**config.mk**
```make
export PLATFORM = sky130hd
export DESIGN_NAME = data_bus_ctrl_flat
export DESIGN_NICKNAME = d
export VERILOG_FILES = /design/src/rtl/data_bus_ctrl_pkg.sv /design/src/rtl/data_bus_ctrl_if.sv /design/src/rtl/data_bus_ctrl_addr_decoder.sv /design/src/rtl/data_bus_ctrl.sv /design/src/flat_wrapper.sv
export SDC_FILE = /design/constraint.sdc
export NUM_CORES = 1
export LEC_CHECK = 0
export BUFFER_PORTS_ARGS = -buffer_cell sky130_fd_sc_hd__buf_2
export CELL_PAD_IN_SITES_DETAIL_PLACEMENT = 0
export CELL_PAD_IN_SITES_GLOBAL_PLACEMENT = 1
export CORE_MARGIN = 3
export CORE_UTILIZATION = 29
export DETAILED_ROUTE_END_ITERATION = 10
export PLACE_DENSITY = 0.86
export SYNTH_ARGS = -nofsm -noshare
export SYNTH_HDL_FRONTEND = slang
export SYNTH_SLANG_ARGS = --single-unit
```
**constraint.sdc**
```tcl
create_clock -name clk -period 2.2 [get_ports clk]
set_input_delay 0.11 -clock clk [delete_from_list [all_inputs] [get_ports clk]]
set_output_delay 0.11 -clock clk [all_outputs]
set_load 0.005 [all_outputs]
```
**src/rtl/data_bus_ctrl_pkg.sv**
```systemverilog
// Shared encodings and default memory map for the data-bus controller.
// Imported by the decoder, the top level and the bench.
package data_bus_ctrl_pkg;

  typedef enum logic [1:0] {
    LenByte    = 2'b00,
    LenHalf    = 2'b01,
    LenWord    = 2'b10,
    LenIllegal = 2'b11
  } len_e;

  typedef enum logic [2:0] {
    CauseNone     = 3'd0,
    CauseLen      = 3'd1,
    CauseAlign    = 3'd2,
    CauseUnmapped = 3'd3,
    CauseSlvErr   = 3'd4,
    CauseTimeout  = 3'd5
  } cause_e;

  typedef enum logic [1:0] {
    StIdle,
    StAccess,
    StResp
  } state_e;

  localparam int unsigned DefNslv    = 3;
  localparam int unsigned DefLedW    = 8;
  localparam int unsigned DefTimeout = 16;
  localparam logic [32*DefNslv-1:0] DefSlvBase = {32'h0003_0000, 32'h0000_0000, 32'h0001_0000};
  localparam logic [32*DefNslv-1:0] DefSlvMask = {32'hFFFF_FF00, 32'hFFFF_F800, 32'hFFFF_F000};
  localparam logic [31:0] DefLedAddr = 32'h0002_0000;

  function automatic logic is_misaligned(input logic [1:0] len, input logic [1:0] addr_lo);
    return (len == LenHalf && addr_lo[0]) || (len == LenWord && addr_lo != 2'b00);
  endfunction

endpackage

```
**src/rtl/data_bus_ctrl_if.sv**
```systemverilog
// Core-side and slave-side bus signals of the data-bus controller.
// The controller uses the slave modport; the environment uses master.
interface data_bus_ctrl_if #(
  parameter int unsigned NSLV = 3
);
  logic              m_req;
  logic              m_rw;
  logic [1:0]        m_len;
  logic [31:0]       m_addr;
  logic [31:0]       m_wdata;
  logic [31:0]       m_rdata;
  logic              m_ack;
  logic              m_exc;
  logic [2:0]        m_exc_cause;
  logic [NSLV-1:0]   s_sel;
  logic              s_rw;
  logic [1:0]        s_len;
  logic [31:0]       s_addr;
  logic [31:0]       s_wdata;
  logic [32*NSLV-1:0] s_rdata;
  logic [NSLV-1:0]   s_ready;
  logic [NSLV-1:0]   s_err;

  modport master (
    output m_req, m_rw, m_len, m_addr, m_wdata, s_rdata, s_ready, s_err,
    input  m_rdata, m_ack, m_exc, m_exc_cause, s_sel, s_rw, s_len, s_addr, s_wdata
  );

  modport slave (
    input  m_req, m_rw, m_len, m_addr, m_wdata, s_rdata, s_ready, s_err,
    output m_rdata, m_ack, m_exc, m_exc_cause, s_sel, s_rw, s_len, s_addr, s_wdata
  );
endinterface

```
**src/rtl/data_bus_ctrl_addr_decoder.sv**
```systemverilog
// Combinational request decode: window hits, lowest-index one-hot select,
// LED register match and length/alignment checks.
module data_bus_ctrl_addr_decoder
  import data_bus_ctrl_pkg::*;
#(
  parameter int unsigned          NSLV     = DefNslv,
  parameter logic [32*NSLV-1:0]   SLV_BASE = DefSlvBase,
  parameter logic [32*NSLV-1:0]   SLV_MASK = DefSlvMask,
  parameter logic [31:0]          LED_ADDR = DefLedAddr
) (
  input  logic [31:0]     addr,
  input  logic [1:0]      len,
  output logic [NSLV-1:0] hit,
  output logic [NSLV-1:0] sel,
  output logic            led_hit,
  output logic            len_bad,
  output logic            misaligned
);

  always_comb begin
    hit = '0;
    for (int i = 0; i < NSLV; i++) begin
      hit[i] = (addr & SLV_MASK[32*i +: 32]) == SLV_BASE[32*i +: 32];
    end
    // Isolate the lowest set bit so overlapping windows pick the lowest index.
    sel        = hit & (~hit + NSLV'(1));
    led_hit    = (addr == LED_ADDR);
    len_bad    = (len == LenIllegal);
    misaligned = is_misaligned(len, addr[1:0]);
  end

endmodule

```
**src/rtl/data_bus_ctrl.sv**
```systemverilog
// Data-bus controller: decodes a core request, runs the slave sel/ready
// handshake with timeout, reports exceptions and owns the LED register.
module data_bus_ctrl
  import data_bus_ctrl_pkg::*;
#(
  parameter int unsigned        NSLV     = DefNslv,
  parameter logic [32*NSLV-1:0] SLV_BASE = DefSlvBase,
  parameter logic [32*NSLV-1:0] SLV_MASK = DefSlvMask,
  parameter logic [31:0]        LED_ADDR = DefLedAddr,
  parameter int unsigned        LED_W    = DefLedW,
  parameter int unsigned        TIMEOUT  = DefTimeout
) (
  input  logic              clk,
  input  logic              rst,
  data_bus_ctrl_if.slave    bus,
  output logic [LED_W-1:0]  led
);

  localparam int unsigned CntW = (TIMEOUT > 0) ? $clog2(TIMEOUT + 1) : 1;
  localparam logic [CntW-1:0] CntLast = CntW'(TIMEOUT - 1);

  state_e          state_q;
  logic [CntW-1:0] cnt_q;

  logic [NSLV-1:0] dec_hit;
  logic [NSLV-1:0] dec_sel;
  logic            dec_led_hit;
  logic            dec_len_bad;
  logic            dec_misaligned;

  logic [31:0]     sel_rdata;
  logic            sel_ready;
  logic            sel_err;

  data_bus_ctrl_addr_decoder #(
    .NSLV     (NSLV),
    .SLV_BASE (SLV_BASE),
    .SLV_MASK (SLV_MASK),
    .LED_ADDR (LED_ADDR)
  ) u_addr_decoder (
    .addr       (bus.m_addr),
    .len        (bus.m_len),
    .hit        (dec_hit),
    .sel        (dec_sel),
    .led_hit    (dec_led_hit),
    .len_bad    (dec_len_bad),
    .misaligned (dec_misaligned)
  );

  // Only the selected slave's lane and handshake are ever looked at.
  always_comb begin
    sel_rdata = '0;
    for (int i = 0; i < NSLV; i++) begin
      if (bus.s_sel[i]) sel_rdata |= bus.s_rdata[32*i +: 32];
    end
    sel_ready = |(bus.s_ready & bus.s_sel);
    sel_err   = |(bus.s_err & bus.s_sel);
  end

  always_ff @(posedge clk) begin
    if (rst) begin
      state_q         <= StIdle;
      cnt_q           <= '0;
      led             <= '0;
      bus.m_ack       <= 1'b0;
      bus.m_exc       <= 1'b0;
      bus.m_exc_cause <= CauseNone;
      bus.m_rdata     <= '0;
      bus.s_sel       <= '0;
      bus.s_rw        <= 1'b0;
      bus.s_len       <= '0;
      bus.s_addr      <= '0;
      bus.s_wdata     <= '0;
    end else begin
      unique case (state_q)
        StIdle: begin
          if (bus.m_req) begin
            bus.s_rw    <= bus.m_rw;
            bus.s_len   <= bus.m_len;
            bus.s_addr  <= bus.m_addr;
            bus.s_wdata <= bus.m_wdata;
            if (dec_len_bad) begin
              bus.m_ack       <= 1'b1;
              bus.m_exc       <= 1'b1;
              bus.m_exc_cause <= CauseLen;
              state_q         <= StResp;
            end else if (dec_misaligned) begin
              bus.m_ack       <= 1'b1;
              bus.m_exc       <= 1'b1;
              bus.m_exc_cause <= CauseAlign;
              state_q         <= StResp;
            end else if (dec_led_hit) begin
              bus.m_ack <= 1'b1;
              if (bus.m_rw) led <= bus.m_wdata[LED_W-1:0];
              else          bus.m_rdata <= 32'(led);
              state_q   <= StResp;
            end else if (|dec_hit) begin
              bus.s_sel <= dec_sel;
              cnt_q     <= '0;
              state_q   <= StAccess;
            end else begin
              bus.m_ack       <= 1'b1;
              bus.m_exc       <= 1'b1;
              bus.m_exc_cause <= CauseUnmapped;
              state_q         <= StResp;
            end
          end
        end
        StAccess: begin
          cnt_q <= cnt_q + CntW'(1);
          // A ready arriving in the final timeout cycle still completes normally.
          if (sel_ready) begin
            bus.s_sel <= '0;
            bus.m_ack <= 1'b1;
            if (sel_err) begin
              bus.m_exc       <= 1'b1;
              bus.m_exc_cause <= CauseSlvErr;
            end else if (!bus.s_rw) begin
              bus.m_rdata <= sel_rdata;
            end
            state_q <= StResp;
          end else if (TIMEOUT > 0 && cnt_q == CntLast) begin
            bus.s_sel       <= '0;
            bus.m_ack       <= 1'b1;
            bus.m_exc       <= 1'b1;
            bus.m_exc_cause <= CauseTimeout;
            state_q         <= StResp;
          end
        end
        StResp: begin
          bus.m_ack       <= 1'b0;
          bus.m_exc       <= 1'b0;
          bus.m_exc_cause <= CauseNone;
          bus.m_rdata     <= '0;
          state_q         <= StIdle;
        end
        default: state_q <= StIdle;
      endcase
    end
  end

endmodule

```
**src/flat_wrapper.sv**
```systemverilog
// flat-port wrapper written by rule: the top's interface ports become plain ports
module data_bus_ctrl_flat import data_bus_ctrl_pkg::*;
#(
  parameter int unsigned        NSLV     = DefNslv,
  parameter logic [32*NSLV-1:0] SLV_BASE = DefSlvBase,
  parameter logic [32*NSLV-1:0] SLV_MASK = DefSlvMask,
  parameter logic [31:0]        LED_ADDR = DefLedAddr,
  parameter int unsigned        LED_W    = DefLedW,
  parameter int unsigned        TIMEOUT  = DefTimeout
)
  (clk, rst, led, bus_m_req, bus_m_rw, bus_m_len, bus_m_addr, bus_m_wdata, bus_s_rdata, bus_s_ready, bus_s_err, bus_m_rdata, bus_m_ack, bus_m_exc, bus_m_exc_cause, bus_s_sel, bus_s_rw, bus_s_len, bus_s_addr, bus_s_wdata);
  data_bus_ctrl_if #(.NSLV(NSLV)) bus_i ();
  input  logic clk;
  input  logic rst;
  output logic [LED_W-1:0] led;
  input wire logic [$bits(bus_i.m_req)-1:0] bus_m_req;
  input wire logic [$bits(bus_i.m_rw)-1:0] bus_m_rw;
  input wire logic [$bits(bus_i.m_len)-1:0] bus_m_len;
  input wire logic [$bits(bus_i.m_addr)-1:0] bus_m_addr;
  input wire logic [$bits(bus_i.m_wdata)-1:0] bus_m_wdata;
  input wire logic [$bits(bus_i.s_rdata)-1:0] bus_s_rdata;
  input wire logic [$bits(bus_i.s_ready)-1:0] bus_s_ready;
  input wire logic [$bits(bus_i.s_err)-1:0] bus_s_err;
  output wire logic [$bits(bus_i.m_rdata)-1:0] bus_m_rdata;
  output wire logic [$bits(bus_i.m_ack)-1:0] bus_m_ack;
  output wire logic [$bits(bus_i.m_exc)-1:0] bus_m_exc;
  output wire logic [$bits(bus_i.m_exc_cause)-1:0] bus_m_exc_cause;
  output wire logic [$bits(bus_i.s_sel)-1:0] bus_s_sel;
  output wire logic [$bits(bus_i.s_rw)-1:0] bus_s_rw;
  output wire logic [$bits(bus_i.s_len)-1:0] bus_s_len;
  output wire logic [$bits(bus_i.s_addr)-1:0] bus_s_addr;
  output wire logic [$bits(bus_i.s_wdata)-1:0] bus_s_wdata;
  assign bus_i.m_req = bus_m_req;
  assign bus_i.m_rw = bus_m_rw;
  assign bus_i.m_len = bus_m_len;
  assign bus_i.m_addr = bus_m_addr;
  assign bus_i.m_wdata = bus_m_wdata;
  assign bus_i.s_rdata = bus_s_rdata;
  assign bus_i.s_ready = bus_s_ready;
  assign bus_i.s_err = bus_s_err;
  assign bus_m_rdata = bus_i.m_rdata;
  assign bus_m_ack = bus_i.m_ack;
  assign bus_m_exc = bus_i.m_exc;
  assign bus_m_exc_cause = bus_i.m_exc_cause;
  assign bus_s_sel = bus_i.s_sel;
  assign bus_s_rw = bus_i.s_rw;
  assign bus_s_len = bus_i.s_len;
  assign bus_s_addr = bus_i.s_addr;
  assign bus_s_wdata = bus_i.s_wdata;
  data_bus_ctrl #(.NSLV(NSLV), .SLV_BASE(SLV_BASE), .SLV_MASK(SLV_MASK), .LED_ADDR(LED_ADDR), .LED_W(LED_W), .TIMEOUT(TIMEOUT)) u_core (.clk(clk), .rst(rst), .bus(bus_i), .led(led));
endmodule
```
==> results.md, run 1 <==
* Status: finished, final reports clean
* Layout cell share with drive strength beyond 1 at 0.388
* Worst vdd ir at approximately 360 uV
* Asr flop ratio synth at 0
* Yosys warning total at 0
* Max cap viols at 0
* DIE WIDTH at around 150 um
* EDFF count, synth at 0
* Dpl cells at between 1000 and 1500
* Routed vias at ~6300
* Most frequent CP cell: ha_1
* Nets at approximately 1200
* Clk root buf: clkbuf_16
* CP Class: flip-flop to flip-flop
* CTS max path bufs at 2
* Pleak at around 4 nW
* Most common cell after layout, fill and taps aside: buf_2
* Startpoint types: flip-flop
* Syn Area/Cell at 8.50 um2
* Dpl cell area at approximately 7600 um2
* Synth Register Bits at about 120
* Worst setup EP type: flip-flop
* GPL Wtd Cong at ~0.8
* Number of library cell types mapped by synthesis at between 40 and 50
* Hold endpoint: u_core.state_q[0]$_SDFFE_PP0P_
* Post-CTS Repair Setup Buffers at 0
* Tmin final at between 2 and 2.5 ns
* CTS Buf Count at 17
* CTS tree: done
* Initial core utilization at 0.299
* R2R cell count at 7
* Reg2reg end: u_core.bus.m_exc$_SDFFE_PP0P_
* Fin Setup TNS at 0 ns
* Slowest CP cell: nor4_2
* Hold path cells at 2
* Core Util, Final at 0.461
* Area Overhead vs Synth at 53.9%
* Fmax at slightly below 500 MHz
* Die ar. at around 21000 um2
* FF-to-FF setup slack at about 0.12 ns
* Design area at slightly below 9000 um2
* Clock transition at path regs at ~0.060 ns
* Met3 usage at 0.0447
* Setup Skew at 0.0113 ns
* Global route overflow at 0
* GR met2 Demand/Resource at 0.311
* Hold slack at 0.0561 ns
* WL final at slightly above 20000 um
* # IOs at approximately 290
* Post-synth top flop: dfxtp_1
* Largest net degree at the start of global routing at 68
* Diode count at 0
* Area leader, netlist: dfxtp_1
* H-tree levels at 4
* GRT busiest layer: met2
* Area contributors post-synth: dfxtp_1, nand2_1, a21oi_1
* Relative slew slack at 0.539
* Pins Over Slew Limit at 0
* Die Ht at 146 um
* Power density cells at around 690 nW/um2
* Wire length per cell at 16.0 um
* Core Region at between 15000 and 20000 um2
* # setup viols final at 0
* Seq/Total Area, Yosys at 0.429
* Dpl ws at -0.354 ns
* Tot GR Track Use at 0.183
* Initial antenna violation count at 0
* Worst Hold Launch: rst
* Crit-path max FO at 4
* Crit path largest cell delay at ~0.44 ns
* Setup slack after layout at ~0.12 ns
* Layout Cells excl Fill at around 1300
* Reg2reg start: u_core.cnt_q[0]$_SDFFE_PP0P_
* DRT Pass-1 Iters at 8
* Post-Syn Area at approximately 5700 um2
* Final critical-path share of the clock period at 0.944
* DRC Markers at 0
* DRT antenna net count at 0
* Critical path cell sequence: ha_1, and3_1, ha_1, nand3b_1, o21ai_1, nor4_2, mux2_2
* 1st-iter DRT viols at 469
* CP arrival at 2.38 ns
* Worst-Skew Late Latency at roughly 0.42 ns
* Row count at 50
* Syn_nets at between 800 and 900
* CTS sink cnt at between 100 and 150
* Buffers added on ports at about 290
* Data required time of the critical path at 2.50 ns
* Worst Hold Class: primary input to flip-flop
* Vias in the first global route at 6024
* Global-route wire length before repair at between 30000 and 40000 um
* Final Hold Viols at 0
* Most frequent cells in the layout: buf_2, nand2_1, dfxtp_1
* Slew @ Worst Pin at 0.682 ns
* GR Layer Usage met1 at 0.229
* Share of the synthesized area in the top cell type at 0.429
* Mapped Cells at 670
* Post-DP HPWL at 14400 um
* Total power at 6.04 mW
* Via density per instance at a little under 5
-- cell families after synthesis --
logic type                 Yosys count  share of synthesized area
adders and majority gates            6                     0.0132
DFF                                122                      0.429
buffers and inverters               70                     0.0510
AOI/OAI and AO/OA                  176                      0.214
and+or+nand+nor                    266                      0.220
muxes                               30                     0.0727
-- worst max path at each step --
| stage | startpoint | end | slack, ns | cells after the start |
|---|---|---|---|---|
| after floorplan | u_core.bus.s_sel[0]$_SDFFE_PP0P_ | u_core.bus.m_rdata[12]$_SDFFE_PP0P_ | 0.05 | 7 |
| after global placement | bus_m_addr[16] | u_core.bus.m_rdata[4]$_SDFFE_PP0P_ | -0.34 | 8 |
| after detailed placement | bus_m_addr[16] | u_core.bus.m_rdata[0]$_SDFFE_PP0P_ | -0.35 | 8 |
| after CTS | u_core.cnt_q[0]$_SDFFE_PP0P_ | u_core.bus.m_exc$_SDFFE_PP0P_ | 0.02 | 7 |
| after global routing | u_core.cnt_q[0]$_SDFFE_PP0P_ | u_core.bus.m_exc$_SDFFE_PP0P_ | -0.01 | 7 |
| final | u_core.cnt_q[0]$_SDFFE_PP0P_ | u_core.bus.m_exc$_SDFFE_PP0P_ | 0.12 | 7 |
-- cells in the mapped netlist, types with 7 or more instances --
cell type,count
dfxtp_1,122
a2bb2oi_1,8
nor2b_1,26
nor2_1,35
a222oi_1,33
nand2_1,145
a21oi_1,93
nand3_1,23
inv_1,18
nor4_1,7
o21ai_0,17
buf_1,8
mux2_4,22
a211oi_2,7
clkbuf_1,37
-- flip-flops by register name (all words and copies together) (netlist names) --
name / flops
u_core.bus.m_exc_cause: 3
u_core.bus.s_sel: 3
u_core.bus.m_rdata: 32
u_core.bus.m_exc: 1
u_core.bus.m_ack: 1
u_core.cnt_q: 5
u_core.bus.s_addr: 32
u_core.bus.s_len: 2
u_core.bus.s_rw: 1
u_core.state_q: 2
u_core.bus.s_wdata: 32
u_core.led: 8
-- routing by layer --
layer  share of wire  routed length, um
met5               0                  0
met4           0.016                327
met3           0.060               1250
met2            0.49              10100
met1            0.43               8980
-- cell type report --
cell class / instances / area (um2)
sequential: 122 / 2440
inverter: 18 / 67.6
clock buffer: 22 / 464
timing repair buffer: 385 / 2330
multi-input combinational: 479 / 2990
clock inverter: 9 / 145
fill: 1862 / 10300
tap: 260 / 325
-- what timing repair did --
action                     in CTS  in global routing
hold endpoints to repair       64                  0
setup endpoints to repair       0                  8
hold buffers                   56                  0
resized for setup               0                  3
-- critical path, delay by kind of cell, from the launching register on --
kind                       cells  cell delay, ns
AOI/OAI and AO/OA              1            0.13
adders and majority gates      2            0.35
and+or+nand+nor                3            0.75
muxes                          1            0.38
DFF                            1            0.36
-- power breakdown --
group | leakage, nW | switching [mW] | internal, mW
combinational | 2.71 | 0.386 | 0.377
sequential | 0.996 | 0.0448 | 2.30
clock | 0.304 | 0.986 | 1.94
total | 4.01 | 1.42 | 4.62
Note: power is estimated with default switching activity, not from simulation.
==> run 2, diff against run 1 <==
--- a/config.mk
+++ b/config.mk
@@ -13,3 +13,3 @@
 export DETAILED_ROUTE_END_ITERATION = 10
-export PLACE_DENSITY = 0.86
+export PLACE_DENSITY_LB_ADDON = 0.1
 export SYNTH_ARGS = -nofsm -noshare
==> constraint.sdc (replaced) <==
create_clock -name clk -period 2.2 [get_ports clk]
set_input_delay 0.44 -clock clk [delete_from_list [all_inputs] [get_ports clk]]
set_output_delay 0.44 -clock clk [all_outputs]
set_load 0.005 [all_outputs]
==> results.md, run 2 (same netlist as run 1, synthesis figures left out) <==
* Most common cell after layout, fill and taps aside: buf_2
* Vias in the first global route at 6182 (+2.6%)
* Via density per instance at 4.88 (+1.1%)
* Final critical-path share of the clock period at 0.983 (+0.0395)
* Multi-input gate area in the final layout at 3020 um2 (+0.92%)
* CTS Buf Count at 17 (unchanged)
* Die Ht at 146 um (unchanged)
* DRC Markers at 0 (unchanged)
* Largest net degree at the start of global routing at 60 (-12%)
* Nets at 1168 (-2.7%)
* Tot GR Track Use at 0.186 (+0.00294)
* Core Util, Final at 0.446 (-0.0152)
* Fillcell total at 1952 (+4.8%)
* Critical path cell sequence: buf_2, nor4_4, buf_4, nand4_1, or4_4, a21o_4, buf_12, mux2_4
* # hold bufs at CTS at 0 (-100%)
* Startpoint types: primary input
* 1st-iter DRT viols at 352 (-25%)
* Worst-Skew Late Latency at 0.42 ns (about the same)
* Final Hold Viols at 0 (unchanged)
* Wire length per cell at 16.2 um (+1.6%)
* Area Overhead vs Synth at 48.8%
* Seq. cell area at 2440 um2 (+0.10%)
* CP Class: primary input to flip-flop
* Status: finished, final reports clean
* Clk root buf: clkbuf_16
* Power density cells at 723 nW/um2 (+5.0%)
* Pleak at 3.91 nW (-2.5%)
* DRT antenna net count at 0 (unchanged)
* GPL Wtd Cong at 0.821 (+3.3%)
* Worst setup EP type: flip-flop
* Dpl cells at 1227 (+1.7%)
* # IOs at 287 (unchanged)
* Most frequent cells in the layout: buf_2, nand2_1, dfxtp_1
* Global-route wire length before repair at 32400 um (+2.1%)
* Data required time of the critical path at 2.50 ns (about the same)
* Relative slew slack at 0.524 (-0.0150)
* Die ar. at 21400 um2 (unchanged)
* Initial antenna violation count at 0 (unchanged)
* Clock transition at path regs at 0.06 ns (about the same)
* Post-DP HPWL at 15600 um (+8.1%)
* DIE WIDTH at 146 um (unchanged)
* Worst vdd ir at 475 uV (+31%)
* Buf+Inv Stages, Crit Path at 3 (+3)
* Routed vias at 6164 (-1.4%)
* Buffers added on ports at 286 (unchanged)
* CP delay by family, top: simple AND/OR/NAND/NOR gates
* # setup viols final at 0 (unchanged)
* Slowest CP cell: or4_4
* CTS tree: done
* Slew @ Worst Pin at 0.705 ns (+0.0221 ns)
* Row count at 50 (unchanged)
* CTS sink cnt at 122 (unchanged)
* Layout cell share with drive strength beyond 1 at 0.432 (+0.0433)
* RSZ-0062 raised after global routing: true
* Diode count at 0 (unchanged)
* CP arrival at 2.46 ns (+0.08 ns)
* Top flop regs: u_core.bus.m_rdata: 32 flops, u_core.bus.s_addr: 32 flops, u_core.bus.s_wdata: 32 flops
* Pins Over Slew Limit at 0 (unchanged)
* Max cap viols at 0 (unchanged)
* Initial core utilization at 0.299 (unchanged)
* H-tree levels at 4 (unchanged)
* FF-to-FF setup slack at 0.08 ns (-0.04 ns)
* WL final at 20500 um (-0.93%)
* Fmax at 462 MHz (-4.0%)
* Setup Skew at 0.00773 ns (-0.00360 ns)
* CTS max path bufs at 2 (unchanged)
* Crit path largest cell delay at 0.61 ns (+0.17 ns)
* Layout Cells excl Fill at 1263 (-2.5%)
* Worst Hold Class: primary input to flip-flop
* Core Region at 19000 um2 (unchanged)
* Global route overflow at 0 (unchanged)
* Crit-path max FO at 11 (+7)
* Tmin final at 2.16 ns (+0.0868 ns)
* DRT Pass-1 Iters at 6 (-2)
run 2: cell count changes in the layout (fill, tap and decap cells not counted), sizes merged:
cell         previous run  this run
clkbuf                 22        20
clkinv                  5         2
dlygate4sd3            56         0
buf                   329       352
clkinvlp                0         3
inv                    18        21
run 2: power by group:
part	switching, mW	total (mW)	internal (mW)
Clock	1.07	3.07	2.00
Sequential	0.0443	2.35	2.30
Combinational	0.380	0.714	0.334
Total	1.49	6.13	4.64
run 2: final timing paths:
path	end	cells after the start	start
worst max-delay path	u_core.bus.m_rdata[24]$_SDFFE_PP0P_	8	bus_m_addr[16]
worst min-delay path	u_core.bus.s_wdata[15]$_SDFFE_PP0P_	3	bus_m_wdata[15]
worst max register to register	u_core.bus.m_exc_cause[0]$_SDFFE_PP0P_	7	u_core.cnt_q[0]$_SDFFE_PP0P_
worst min register to register	u_core.bus.s_addr[19]$_SDFFE_PP0P_	2	u_core.bus.s_addr[19]$_SDFFE_PP0P_
run 2: worst register-to-register path: cells and delay by family, from the launching register on:
family	cells	cell delay, ns
AOI/OAI and AO/OA	2	0.36
and+or+nand+nor	3	0.92
DFF	1	0.38
adders and majority gates	2	0.36
run 2: per-layer routing:
| metal | GRT usage | vias to the layer above | wire length, um |
|---|---|---|---|
| met5 | 0 | - | 0 |
| met4 | 0.0550 | 0 | 274 |
| met3 | 0.0590 | 21 | 1380 |
| met2 | 0.312 | 195 | 9920 |
| met1 | 0.229 | 2898 | 8910 |
| li1 | - | 3050 | - |
run 2: repair_timing:
action                                  CTS  global route
setup buffers                             0             3
pin swaps                                 0             1
endpoints found under the setup margin   30            20
gates resized for setup                   2             6
gates cloned                              1             0
run 2: per-stage QoR:
step	hold WS [ns]	setup slack (ns)	instance area, um2	TNS, ns	total power, mW
after detailed placement	0.440	-0.627	7740	-20.39	3.10
after global placement	0.439	-0.615	7740	-21.00	3.09
after global routing	0.248	-0.0196	8480	-0.0221	6.40
final	0.259	0.0370	8480	0	6.13
after floorplan	0.439	-0.109	5720	-2.38	2.69
after CTS	0.244	0.0159	8410	0	6.19
run 2: area by class of cell:
| class | count | share of cell area |
|---|---|---|
| clock buffers | 20 | 0.0551 |
| well taps | 260 | 0.0384 |
| repair buffers | 352 | 0.232 |
| multi-input cells | 479 | 0.356 |
| flip-flops and latches | 122 | 0.288 |
| clock inverters | 12 | 0.0220 |
| inverters | 18 | 0.00797 |
==> run 3, diff against run 2 <==
- CORE_UTILIZATION: 29 -> 32
- clock period: 2.2 -> 2.19 ns (I/O delays scaled with it)
==> results.md, run 3 (same netlist as run 1, synthesis figures left out) <==
* Area Overhead vs Synth at 47.9%
* Reg2reg start: u_core.cnt_q[1]$_SDFFE_PP0P_
* Clock transition at path regs at 0.06 ns (about the same)
* CTS Buf Count at 17 (unchanged)
* Post-DP HPWL at 15300 um (-2.1%)
* Final Hold Viols at 0 (unchanged)
* Buf+Inv Stages, Crit Path at 2 (-1)
* Slowest CP cell: or4_4
* 1st-iter DRT viols at 414 (+18%)
* # setup viols final at 0 (unchanged)
* Initial core utilization at 0.328 (+0.0287)
* CP Depth at 7 (-1)
* Crit path largest cell delay at 0.60 ns (about the same)
* Setup Skew at 0.0128 ns (+0.00512 ns)
* Dpl cell area at 7710 um2 (-0.47%)
* # IOs at 287 (unchanged)
* Global-route wire length before repair at 31400 um (-3.0%)
* Vias in the first global route at 6139 (-0.70%)
* Final critical-path share of the clock period at 0.981
* Worst vdd ir at 513 uV (+8.1%)
* CP delay by family, top: simple AND/OR/NAND/NOR gates
* DRT antenna net count at 0 (unchanged)
* Wire length per cell at 16.3 um (+0.64%)
* Pleak at 3.89 nW (-0.38%)
* DRC Markers at 0 (unchanged)
* R2R cell count at 7 (unchanged)
* CTS sink cnt at 122 (unchanged)
* Global route overflow at 0 (unchanged)
* Core Region at 17400 um2 (-8.7%)
* Nets at 1169 (+0.086%)
* Top flop regs: u_core.bus.m_rdata: 32 flops, u_core.bus.s_addr: 32 flops, u_core.bus.s_wdata: 32 flops
* Data required time of the critical path at 2.49 ns (about the same)
* Tot GR Track Use at 0.199 (+0.0129)
* RSZ-0062 raised after global routing: false
* Critical Path End: u_core.bus.m_rdata[30]$_SDFFE_PP0P_
* Design area at 8420 um2 (-0.65%)
* DIE WIDTH at 139 um (-4.6%)
* Startpoint types: primary input
* H-tree levels at 4 (unchanged)
* Relative slew slack at 0.458 (-0.0655)
* Most common cell after layout, fill and taps aside: buf_2
* Max cap viols at 0 (unchanged)
* Layout cell share with drive strength beyond 1 at 0.432 (+0.000566)
* CTS max path bufs at 2 (unchanged)
* Slew @ Worst Pin at 0.801 ns (+0.0969 ns)
* Crit path launch: bus_m_addr[28]
* Die ar. at 19400 um2 (-9.0%)
* Die Ht at 139 um (-4.6%)
* Critical path cell sequence: buf_2, nor4_4, nand4b_1, or4_4, a21o_4, buf_12, mux2_4
* Initial antenna violation count at 1 (+1)
* Fmax at 466 MHz
* CP arrival at 2.45 ns (about the same)
* Row count at 48 (-4.0%)
* Crit-path max FO at 6 (-5)
* Status: finished, final reports clean
* GPL Wtd Cong at 0.860 (+4.8%)
* Setup slack after layout at 0.0426 ns (+0.00569 ns)
* Reg2reg end: u_core.bus.m_exc_cause[0]$_SDFFE_PP0P_
* Worst Hold Class: primary input to flip-flop
* Dpl ws at -0.647 ns (-0.0203 ns)
* Worst-Skew Late Latency at 0.42 ns (about the same)
* Largest net degree at the start of global routing at 46 (-23%)
* WL final at 20100 um (-2.1%)
* Power density cells at 715 nW/um2 (-1.1%)
* Tmin final at 2.15 ns
* CP Class: primary input to flip-flop
* Most frequent cells in the layout: buf_2, nand2_1, dfxtp_1
* Via density per instance at 5.04 (+3.3%)
* Worst setup EP type: flip-flop
* Buffers added on ports at 286 (unchanged)
* FF-to-FF setup slack at 0.12 ns (+0.04 ns)
* Clk root buf: clkbuf_16
* Routed vias at 6196 (+0.52%)
* CTS tree: done
* Pins Over Slew Limit at 0 (unchanged)
* Diode count at 0 (unchanged)
* DRT Pass-1 Iters at 5 (-1)
[run 3: how the worst min path moves through the flow]
stage | depth (start not counted) | endpoint | startpoint | slack [ns]
2_1_floorplan | 2 | u_core.bus.m_exc_cause[2]$_SDFFE_PP0P_ | u_core.bus.m_exc_cause[2]$_SDFFE_PP0P_ | 0.44
3_3_place_gp | 2 | u_core.bus.s_wdata[1]$_SDFFE_PP0P_ | u_core.bus.s_wdata[1]$_SDFFE_PP0P_ | 0.44
3_5_place_dp | 2 | u_core.bus.s_wdata[30]$_SDFFE_PP0P_ | u_core.bus.s_wdata[30]$_SDFFE_PP0P_ | 0.44
4_1_cts | 3 | u_core.bus.s_wdata[21]$_SDFFE_PP0P_ | bus_m_wdata[21] | 0.24
5_1_grt | 3 | u_core.bus.s_wdata[23]$_SDFFE_PP0P_ | bus_m_wdata[23] | 0.26
6_report | 3 | u_core.bus.s_wdata[26]$_SDFFE_PP0P_ | bus_m_wdata[26] | 0.26
[run 3: cell type report]
cell class / instances / area [um2]
repair buffers: 353 / 1990
flip-flops and latches: 122 / 2440
well taps: 225 / 282
clock buffers: 19 / 453
fillers: 1763 / 8930
inverters: 18 / 67.6
clock inverters: 13 / 168
multi-input cells: 479 / 3020
[run 3: power by group]
part | total, mW | internal (mW) | switching [mW]
sequential | 2.36 | 2.31 | 0.0448
clock | 2.94 | 1.86 | 1.08
combinational | 0.727 | 0.345 | 0.382
total | 6.02 | 4.51 | 1.51
[run 3: timing repair]
item                       in CTS  in global routing
setup endpoints to repair      31                 19
pin swaps                       1                  2
cloned                          1                  0
setup buffers                   3                  0
gates resized for setup         3                  5
hold buffers                    0                  0
[run 3: per-layer routing]
layer | vias to the layer above | GRT usage | part of all wire
li1 | 3042 | - | -
met1 | 2906 | 0.254 | 0.44
met2 | 221 | 0.325 | 0.47
met3 | 25 | 0.0557 | 0.070
met4 | 2 | 0.0644 | 0.016
met5 | - | 0 | 0.00065
[run 3: worst reg2reg max path: stages, from the launching register on]
cell	delay, ns
dfxtp_1	0.35
ha_1	0.19
and3_1	0.18
ha_1	0.17
nand3b_1	0.16
o21ai_2	0.11
or4_1	0.57
o211a_1	0.24
[run 3: stage by stage]
| stage | setup TNS (ns) | cells | utilization | hold WS (ns) | total power [mW] |
|---|---|---|---|---|---|
| final | 0 | 1229 | 0.485 | 0.259 | 6.02 |
| after global routing | 0 | 1229 | 0.485 | 0.260 | 6.27 |
| after CTS | 0 | 1229 | 0.484 | 0.243 | 6.09 |
| after detailed placement | -20.91 | 1193 | 0.444 | 0.444 | 3.12 |
| after global placement | -19.97 | 1193 | 0.444 | 0.440 | 3.10 |
| after floorplan | -2.56 | 670 | - | 0.439 | 2.70 |
